[src/rtl/sram_like_responder.sv]
// sram_like_responder
//   Responder end of the sram-like request/response protocol. Requests are
//   accepted with addr_ok into a 2-entry in-order queue. The head entry is
//   served by a small state machine that waits DELAY cycles, strobes a
//   synchronous single-port RAM for one cycle, and answers with a one-cycle
//   data_ok pulse on the following cycle.
//
// Parameters
//   ADDR_W : RAM word-address width (RAM holds 2^ADDR_W 32-bit words, <= 29)
//   DELAY  : extra wait cycles (0..7) inserted before each RAM access
//
// Ports
//   clk, reset          : clock, synchronous active-high reset
//   req/wr/size/addr/wdata : request channel (held stable until addr_ok)
//   addr_ok             : request accepted this cycle
//   data_ok/rdata       : response pulse and read word
//   ram_en/ram_wen/ram_addr/ram_wdata : RAM access strobe and payload
//   ram_rdata           : RAM read data, valid the cycle after ram_en
module sram_like_responder #(
  parameter int ADDR_W = 16,
  parameter int DELAY  = 0
) (
  input  logic              clk,
  input  logic              reset,
  input  logic              req,
  input  logic              wr,
  input  logic [1:0]        size,
  input  logic [31:0]       addr,
  input  logic [31:0]       wdata,
  output logic              addr_ok,
  output logic              data_ok,
  output logic [31:0]       rdata,
  output logic              ram_en,
  output logic [3:0]        ram_wen,
  output logic [ADDR_W-1:0] ram_addr,
  output logic [31:0]       ram_wdata,
  input  logic [31:0]       ram_rdata
);

  typedef enum logic [1:0] {S_IDLE, S_WAIT, S_ACCESS, S_RESP} state_e;

  typedef struct packed {
    logic        wr;
    logic [1:0]  size;
    logic [31:0] addr;
    logic [31:0] wdata;
  } entry_t;

  localparam logic [2:0] DELAY_C = 3'(DELAY);

  // Byte-lane write strobe for a request; illegal size writes nothing.
  function automatic logic [3:0] wr_strobe(input logic [1:0] sz, input logic [1:0] a);
    logic [3:0] s;
    case (sz)
      2'd0:    s = 4'b0001 << a;
      2'd1:    s = a[1] ? 4'b1100 : 4'b0011;
      2'd2:    s = 4'b1111;
      default: s = 4'b0000;
    endcase
    return s;
  endfunction

  state_e       state_q, state_d;
  logic [2:0]   cnt_q, cnt_d;
  logic [1:0]   count_q, count_d;
  logic         wr_ptr_q, wr_ptr_d;
  logic         rd_ptr_q, rd_ptr_d;
  entry_t [1:0] fifo_q, fifo_d;

  entry_t       head;
  logic         push, pop, start;
  logic         unused_addr;

  // addr_ok looks only at the registered count, so a full queue refuses
  // requests even in the cycle its head is being popped.
  assign addr_ok = req & ~reset & (count_q < 2'd2);
  assign push    = req & addr_ok;
  assign head    = fifo_q[rd_ptr_q];

  // Address bits above the RAM word range are don't-care.
  assign unused_addr = ^head.addr[31:ADDR_W+2];

  // ---------------------------------------------------------------------------
  // Request queue
  // ---------------------------------------------------------------------------
  always_comb begin
    fifo_d   = fifo_q;
    wr_ptr_d = wr_ptr_q ^ push;
    rd_ptr_d = rd_ptr_q ^ pop;
    count_d  = count_q;
    if (push) fifo_d[wr_ptr_q] = {wr, size, addr, wdata};
    case ({push, pop})
      2'b10:   count_d = count_q + 2'd1;
      2'b01:   count_d = count_q - 2'd1;
      default: count_d = count_q;
    endcase
  end

  // ---------------------------------------------------------------------------
  // Head-entry state machine and outputs
  // ---------------------------------------------------------------------------
  always_comb begin
    state_d   = state_q;
    cnt_d     = cnt_q;
    start     = 1'b0;
    pop       = 1'b0;
    ram_en    = 1'b0;
    ram_wen   = 4'b0000;
    ram_addr  = '0;
    ram_wdata = '0;
    data_ok   = 1'b0;
    rdata     = '0;

    case (state_q)
      // A request pushed this cycle already counts, so an empty queue
      // reaches ACCESS one cycle after the accept edge.
      S_IDLE: start = (count_q != 2'd0) | push;

      S_WAIT: begin
        cnt_d = cnt_q - 3'd1;
        if (cnt_q == 3'd1) state_d = S_ACCESS;
      end

      S_ACCESS: begin
        ram_en    = 1'b1;
        ram_wen   = head.wr ? wr_strobe(head.size, head.addr[1:0]) : 4'b0000;
        ram_addr  = head.addr[ADDR_W+1:2];
        ram_wdata = head.wdata;
        state_d   = S_RESP;
      end

      S_RESP: begin
        data_ok = 1'b1;
        rdata   = head.wr ? 32'h0 : ram_rdata;
        pop     = 1'b1;
        state_d = S_IDLE;
        // Something stays behind after this pop: the second entry, or a
        // request pushed in this same cycle.
        start   = (count_q > 2'd1) | push;
      end

      default: state_d = S_IDLE;
    endcase

    if (start) begin
      if (DELAY == 0) begin
        state_d = S_ACCESS;
      end else begin
        state_d = S_WAIT;
        cnt_d   = DELAY_C;
      end
    end

    // Nothing leaves the block while reset is held; queued entries are
    // dropped without a response.
    if (reset) begin
      ram_en    = 1'b0;
      ram_wen   = 4'b0000;
      ram_addr  = '0;
      ram_wdata = '0;
      data_ok   = 1'b0;
      rdata     = '0;
    end
  end

  always_ff @(posedge clk) begin
    if (reset) begin
      state_q  <= S_IDLE;
      cnt_q    <= 3'd0;
      count_q  <= 2'd0;
      wr_ptr_q <= 1'b0;
      rd_ptr_q <= 1'b0;
    end else begin
      state_q  <= state_d;
      cnt_q    <= cnt_d;
      count_q  <= count_d;
      wr_ptr_q <= wr_ptr_d;
      rd_ptr_q <= rd_ptr_d;
    end
  end

  // Payload storage needs no reset: count and pointers define validity.
  always_ff @(posedge clk) begin
    fifo_q <= fifo_d;
  end

endmodule
[config.mk]
export PLATFORM = sky130hd
export DESIGN_NAME = sram_like_responder
export DESIGN_NICKNAME = d
export VERILOG_FILES = /design/src/rtl/sram_like_responder.sv
export SDC_FILE = /design/constraint.sdc
export NUM_CORES = 1
export LEC_CHECK = 0
export ABC_CLOCK_PERIOD_IN_PS = 2780
export BUFFER_PORTS_ARGS = -buffer_cell sky130_fd_sc_hd__buf_2
export CORE_MARGIN = 1
export CORE_UTILIZATION = 30
export CTS_BUF_LIST = sky130_fd_sc_hd__clkbuf_2 sky130_fd_sc_hd__clkbuf_4 sky130_fd_sc_hd__clkbuf_8
export CTS_CLUSTER_SIZE = 10
export DETAILED_ROUTE_END_ITERATION = 8
export GPL_ROUTABILITY_DRIVEN = 0
export PLACE_DENSITY = 0.53
export SLEW_MARGIN = 20
export SYNTH_ARGS = -nofsm -noshare
export SYNTH_HDL_FRONTEND = slang
export SYNTH_SLANG_ARGS = --single-unit
[constraint.sdc]
create_clock -name clk -period 2.78 [get_ports clk]
set_input_delay 0 -clock clk [delete_from_list [all_inputs] [get_ports clk]]
set_output_delay 0 -clock clk [all_outputs]
set_load 0.01 [all_outputs]
Word-level counts from Yosys, hierarchy flattened
Cells that the tools add are included.
{ "word_totals": {"regBits": 143, "latch_bits": 0, "ram_bits": 0, "mem_bits_ro": 0, "output_inout_bits": 87, "n_memories": 0} }
{ "op_classes": {"n_addsub": 3, "mul": 0, "div": 0, "n_lt_le_gt_ge": 5, "n_eq_ne": 10, "n_shift": 1, "n_mux": 26, "bitwise": 8, "reduce_logical": 10} }
{ "ops": {"columns": ["op", "n"], "rows": [
  ["$mux W67", 3],
  ["$mux W32", 5],
  ["$bwmux W134", 1],
  ["$demux W67 S1", 1],
  ["$mux W16", 2],
  ["$mux W4", 4],
  ["$pmux W4 S3", 1],
  ["$eq A2 B2 Y1 const B", 4],
  ["$eq A2 B1 Y1 const B", 3],
  ["$pmux W2 S3", 1],
  ["$logic_not A2 Y1", 2],
  ["$lt A1 B2 Y1 const B", 2],
  ["$mux W1", 4],
  ["$mux W2", 2],
  ["$pmux W2 S2", 1],
  ["$reduce_and A2 Y1", 2],
  ["$reduce_bool A2 Y1", 2],
  ["$reduce_bool A4 Y1", 1],
  ["$shl A1 B2 Y4 const A", 1],
  ["$and A1 B1 Y1", 3],
  ["$eq A3 B1 Y1 const B", 1],
  ["$ne A3 B3 Y1 const B", 1],
  ["$reduce_bool A3 Y1", 1],
  ["$sub A3 B1 Y3 const B", 1],
  ["other kinds (12)", 14]
]} }

Longest topological paths before layout
{ "logic_depth": {"word_depth": 8, "ltp_mapped": 6, "mapped_depth_nobuf": 6} }

Worst setup path before layout
OpenSTA, ideal clock, no wires.
{ "synth_timing": {"kind": "reg-to-reg", "from": "register count_q[1]", "to": "register fifo_q[100] (netlist bit), enable pin", "setup_ns": 0.416, "arrival_time_ns": 1.927, "slack_ns": 0.437, "path_stages_with_launch": 3, "n_path_buf": 0, "cell_sequence": "dfxtp_1 nor3b_1 ha_1"} }
{ "synth_between": {"elab_chain_cells": 3} }
{ "synth_lines": {"columns": ["element", "line", "text"], "rows": [
  ["start: declaration", "65", "logic [1:0] count_q, count_d;"],
  ["start signal: assignment", "176", "count_q <= count_d;"],
  ["$lt A2 B2 Y1", "76", "assign addr_ok = req & ~reset & (count_q < 2'd2);"],
  ["$and A1 B1 Y1", "76", null],
  ["$and A1 B1 Y1", "77", "assign push = req & addr_ok;"],
  ["end signal: assignment", "184", "fifo_q <= fifo_d;"],
  ["end: declaration", "68", "entry_t [1:0] fifo_q, fifo_d;"]
]} }
No other way between the ends.
A chain may end at the register's enable or synchronous reset.

Final worst setup path
{ "layout_timing": {"from": "register state_q[0]", "to": "output rdata[10]"} }
{ "layout_between": {"elab_chain_cells": 3} }
{ "layout_lines": {"columns": ["element", "line", "text"], "rows": [
  ["start: declaration", "63", "state_e state_q, state_d;"],
  ["start signal: assignment", "174", "state_q <= state_d;"],
  ["$eq A2 B2 Y1", "114", "case (state_q)"],
  ["$mux W32", "114", null],
  ["$mux W32", "156", "if (reset) begin"],
  ["end: declaration", "32", "output logic [31:0] rdata,"]
]} }
No other way between the ends.

==> flow_summary.ini <==
[cells_and_area]
postLayoutCoreUtil_pct = 43.3
final_cells = 798
nets = 684
layout-drive-gt1-share_pct = 36.5
area_delta_synth_final_pct = 41.2
stdcell_area_um2 = 6850

[clocking]
cts_tree = built
cts.hold.buffers_added = 54
post_cts_buffers = 0
cts.sinks = 115
cts.path.max_buffers = 2
ctsResizeCount = 0
root_buffer = clkbuf_8
cts.clk_slew.worst_paths_ps = 60
clkLatencyLatePin_ps = 430
htreeDepth = 4
cts_made_buffers = 17

[floorplan]
dieArea_um2 = 16700
rows = 46
die_w_um = 129
start_util_pct = 30.6
core_area_um2 = 15800
ios = 189
fp.dieH_um = 129

[critical_path]
cp_data_required_time_ps = 2780
ff2ff_setup_slack_ps = 1200
cp-start-kind = flop
arrival_ps = 2230
crit_type = flop to output port
critPathCaptureType = output port
reg2reg_depth = 3
r2r-end = fifo_q[116]$_DFFE_PP_
crit_fanout = 33
reg2reg_from = count_q[1]$_SDFFE_PP0P_

[sta]
fin_crit_ps = 2230
rsz0062_at_grt = false
tightest_slew_ps = 731
setup_tns_ps = 0
drv_slew = 0
hold_violations = 0
relSlewSlack_pct = 51.3
setup_ws_ps = 546
hold_ws_ps = 138
finalCritPeriodShare_pct = 80.4
max_freq_mhz = 448
skew_ps = 6.51
setup_viol = 0

[worst_hold_path]
hold_start = req
hold_class = primary input to flop
whs_path_depth = 5
holdPathEnd = state_q[0]$_SDFFE_PP0P_

[drt]
drtIter0Drc = 90
post_drt_via_cell_ratio = 4.36
postRouteAntennaNets = 0
drc_errors = 0
drt-total-wl_mm = 11.1
drt_pass1_iterations = 4
wl_per_cell_um = 13.9
vias = 3477

[global_route]
antenna_found_initial = 1
grt_start_max_net_pins = 54
track_usage_pct = 13.9
grt_pass1_vias = 3614
grt_pass1_wl_mm = 17.1
overflow = 0

[pwr]
sw_frac_of_total_pct = 27.7
power.total_mw = 4.33
seq_power_share_pct = 48.0
clkPwrFrac_pct = 30.3
p_leak_nw = 2.89
power.switching_mw = 1.20
internal_power_mw = 3.13
ir_drop_mv = 0.337
powerDensity_nw_per_um2 = 633
pwr-share-comb_pct = 21.8

[synthesis]
post_synth_inst_count = 335
syn_avg_cell_area_um2 = 14.5
synth_seq_cells = 115
yosysWarnings = 0
ys_top_cells_by_area = edfxtp_1 (66%), mux2i_1 (11%), nor2_1 (4.7%), and3_1 (4.1%), dfxtp_1 (3.7%)
synth_cell_type_count = 29
ys_seq_area_share_pct = 69.3
synth_area_um2 = 4850
netlist.top_cell.by_area = edfxtp_1
synth.top_cell.area_share_pct = 65.6
syn_nets = 449

[placed_design]
dp_slack_ps = 1030
dp_hpwl_mm = 7.15
port_buffers = 174
postPlaceCellArea_um2 = 5980
dp.cells = 713

[job]
drv_cap = 0

[run_status]
status = finished, final reports clean
==> state kept, by name (all words and copies together), names as in the netlist <==
signal	flops
rd_ptr_q	1
state_q	2
wr_ptr_q	1
count_q	2
fifo_q	106
cnt_q	3
==> kinds of logic (layout without fill, tap and decap cells) <==
kind of cell	Yosys count	in the layout	synth area share [%]
multiplexers	54	54	11.2
adder cells (fa/ha/maj)	12	12	3.10
XOR/XNOR	5	5	0.903
AO/OA/AOI/OAI	14	14	2.04
AND/OR/NAND/NOR	107	107	10.5
buffers and inverters	28	274	2.94
other	0	1	0
flip-flops	115	115	69.3
==> power by group through the flow <==
| stage | logic, mW | clock network [mW] | registers, mW |
|---|---|---|---|
| finish | 0.943 | 1.31 | 2.08 |
| global route | 1.06 | 1.43 | 2.09 |
| CTS | 0.960 | 1.36 | 2.08 |
| detailed placement | 0.896 | 0 | 2.12 |
| global placement | 0.874 | 0 | 2.11 |
| floorplan | 0.572 | 0 | 2.09 |
==> how the worst max path moves through the flow <==
| stage | start | endpoint | slack [ps] | cells past startpoint |
|---|---|---|---|---|
| 2_1_floorplan | count_q[1]$_SDFFE_PP0P_ | fifo_q[100]$_DFFE_PP_ | 440 | 2 |
| 3_3_place_gp | state_q[0]$_SDFFE_PP0P_ | rdata[10] | 1110 | 4 |
| 3_5_place_dp | state_q[0]$_SDFFE_PP0P_ | rdata[1] | 1030 | 4 |
| 4_1_cts | state_q[0]$_SDFFE_PP0P_ | rdata[1] | 530 | 4 |
| 5_1_grt | state_q[0]$_SDFFE_PP0P_ | rdata[10] | 410 | 4 |
| 6_report | state_q[0]$_SDFFE_PP0P_ | rdata[10] | 550 | 4 |
==> critical path, stage by stage (launching register included) <==
cell and delay (ps):
dfxtp_1 400, ha_1 310, and2b_1 640, and3_1 310
buf_2 140
==> synthesized netlist by cell type <==
| cell | n |
|---|---|
| a21oi_1 | 5 |
| and3_1 | 32 |
| a2bb2oi_1 | 1 |
| dfxtp_1 | 9 |
| clkbuf_1 | 9 |
| a211oi_1 | 2 |
| nor2_1 | 61 |
| edfxtp_1 | 106 |
| nand3_2 | 1 |
| o22a_1 | 1 |
| inv_1 | 10 |
| buf_2 | 3 |
| nand3b_1 | 1 |
| nand2_1 | 6 |
| a21o_1 | 1 |
| buf_6 | 1 |
| mux2i_1 | 53 |
| ha_1 | 12 |
| buf_8 | 1 |
| nor3b_1 | 2 |
| o32ai_1 | 1 |
| and2b_1 | 1 |
| xnor2_1 | 2 |
| o21ba_2 | 1 |
| nand2b_1 | 3 |
| mux2_2 | 1 |
| o21a_1 | 2 |
| xor2_1 | 3 |
| buf_4 | 4 |
==> placed cells by master (no fill, tap or decap), types with 2 or more instances in the layout <==
| cell type | n |
|---|---|
| a211oi_1 | 2 |
| a21oi_1 | 5 |
| and3_1 | 32 |
| buf_12 | 3 |
| buf_2 | 174 |
| buf_4 | 3 |
| clkbuf_4 | 3 |
| clkbuf_8 | 17 |
| clkinv_1 | 5 |
| clkinv_2 | 4 |
| dfxtp_1 | 8 |
| dlygate4sd3_1 | 54 |
| edfxtp_1 | 106 |
| ha_1 | 10 |
| ha_2 | 2 |
| inv_1 | 10 |
| mux2i_1 | 53 |
| nand2_1 | 6 |
| nand2b_1 | 2 |
| nor2_1 | 61 |
| nor3b_1 | 2 |
| o21a_1 | 2 |
| xnor2_1 | 2 |
| xor2_1 | 3 |
==> routing by layer <==
metal  up-vias  routed length [µm]  track usage, %
met5         -                   0               0
met1      1627                4510            14.1
li1       1690                   -               -
met2       141                5490            25.0
met4         0                 255            6.85
met3        19                 848            5.16
==> final cells by class <==
type / instances / area [µm²]
tap: 216 / 270
clock buffer: 20 / 256
timing repair buffer: 234 / 1490
clock inverter: 10 / 68.8
antenna: 1 / 2.50
multi-input combinational: 192 / 1350
sequential: 115 / 3370
inverter: 10 / 37.5
fill: 1491 / 8980
(Power assumes the default switching activity.)
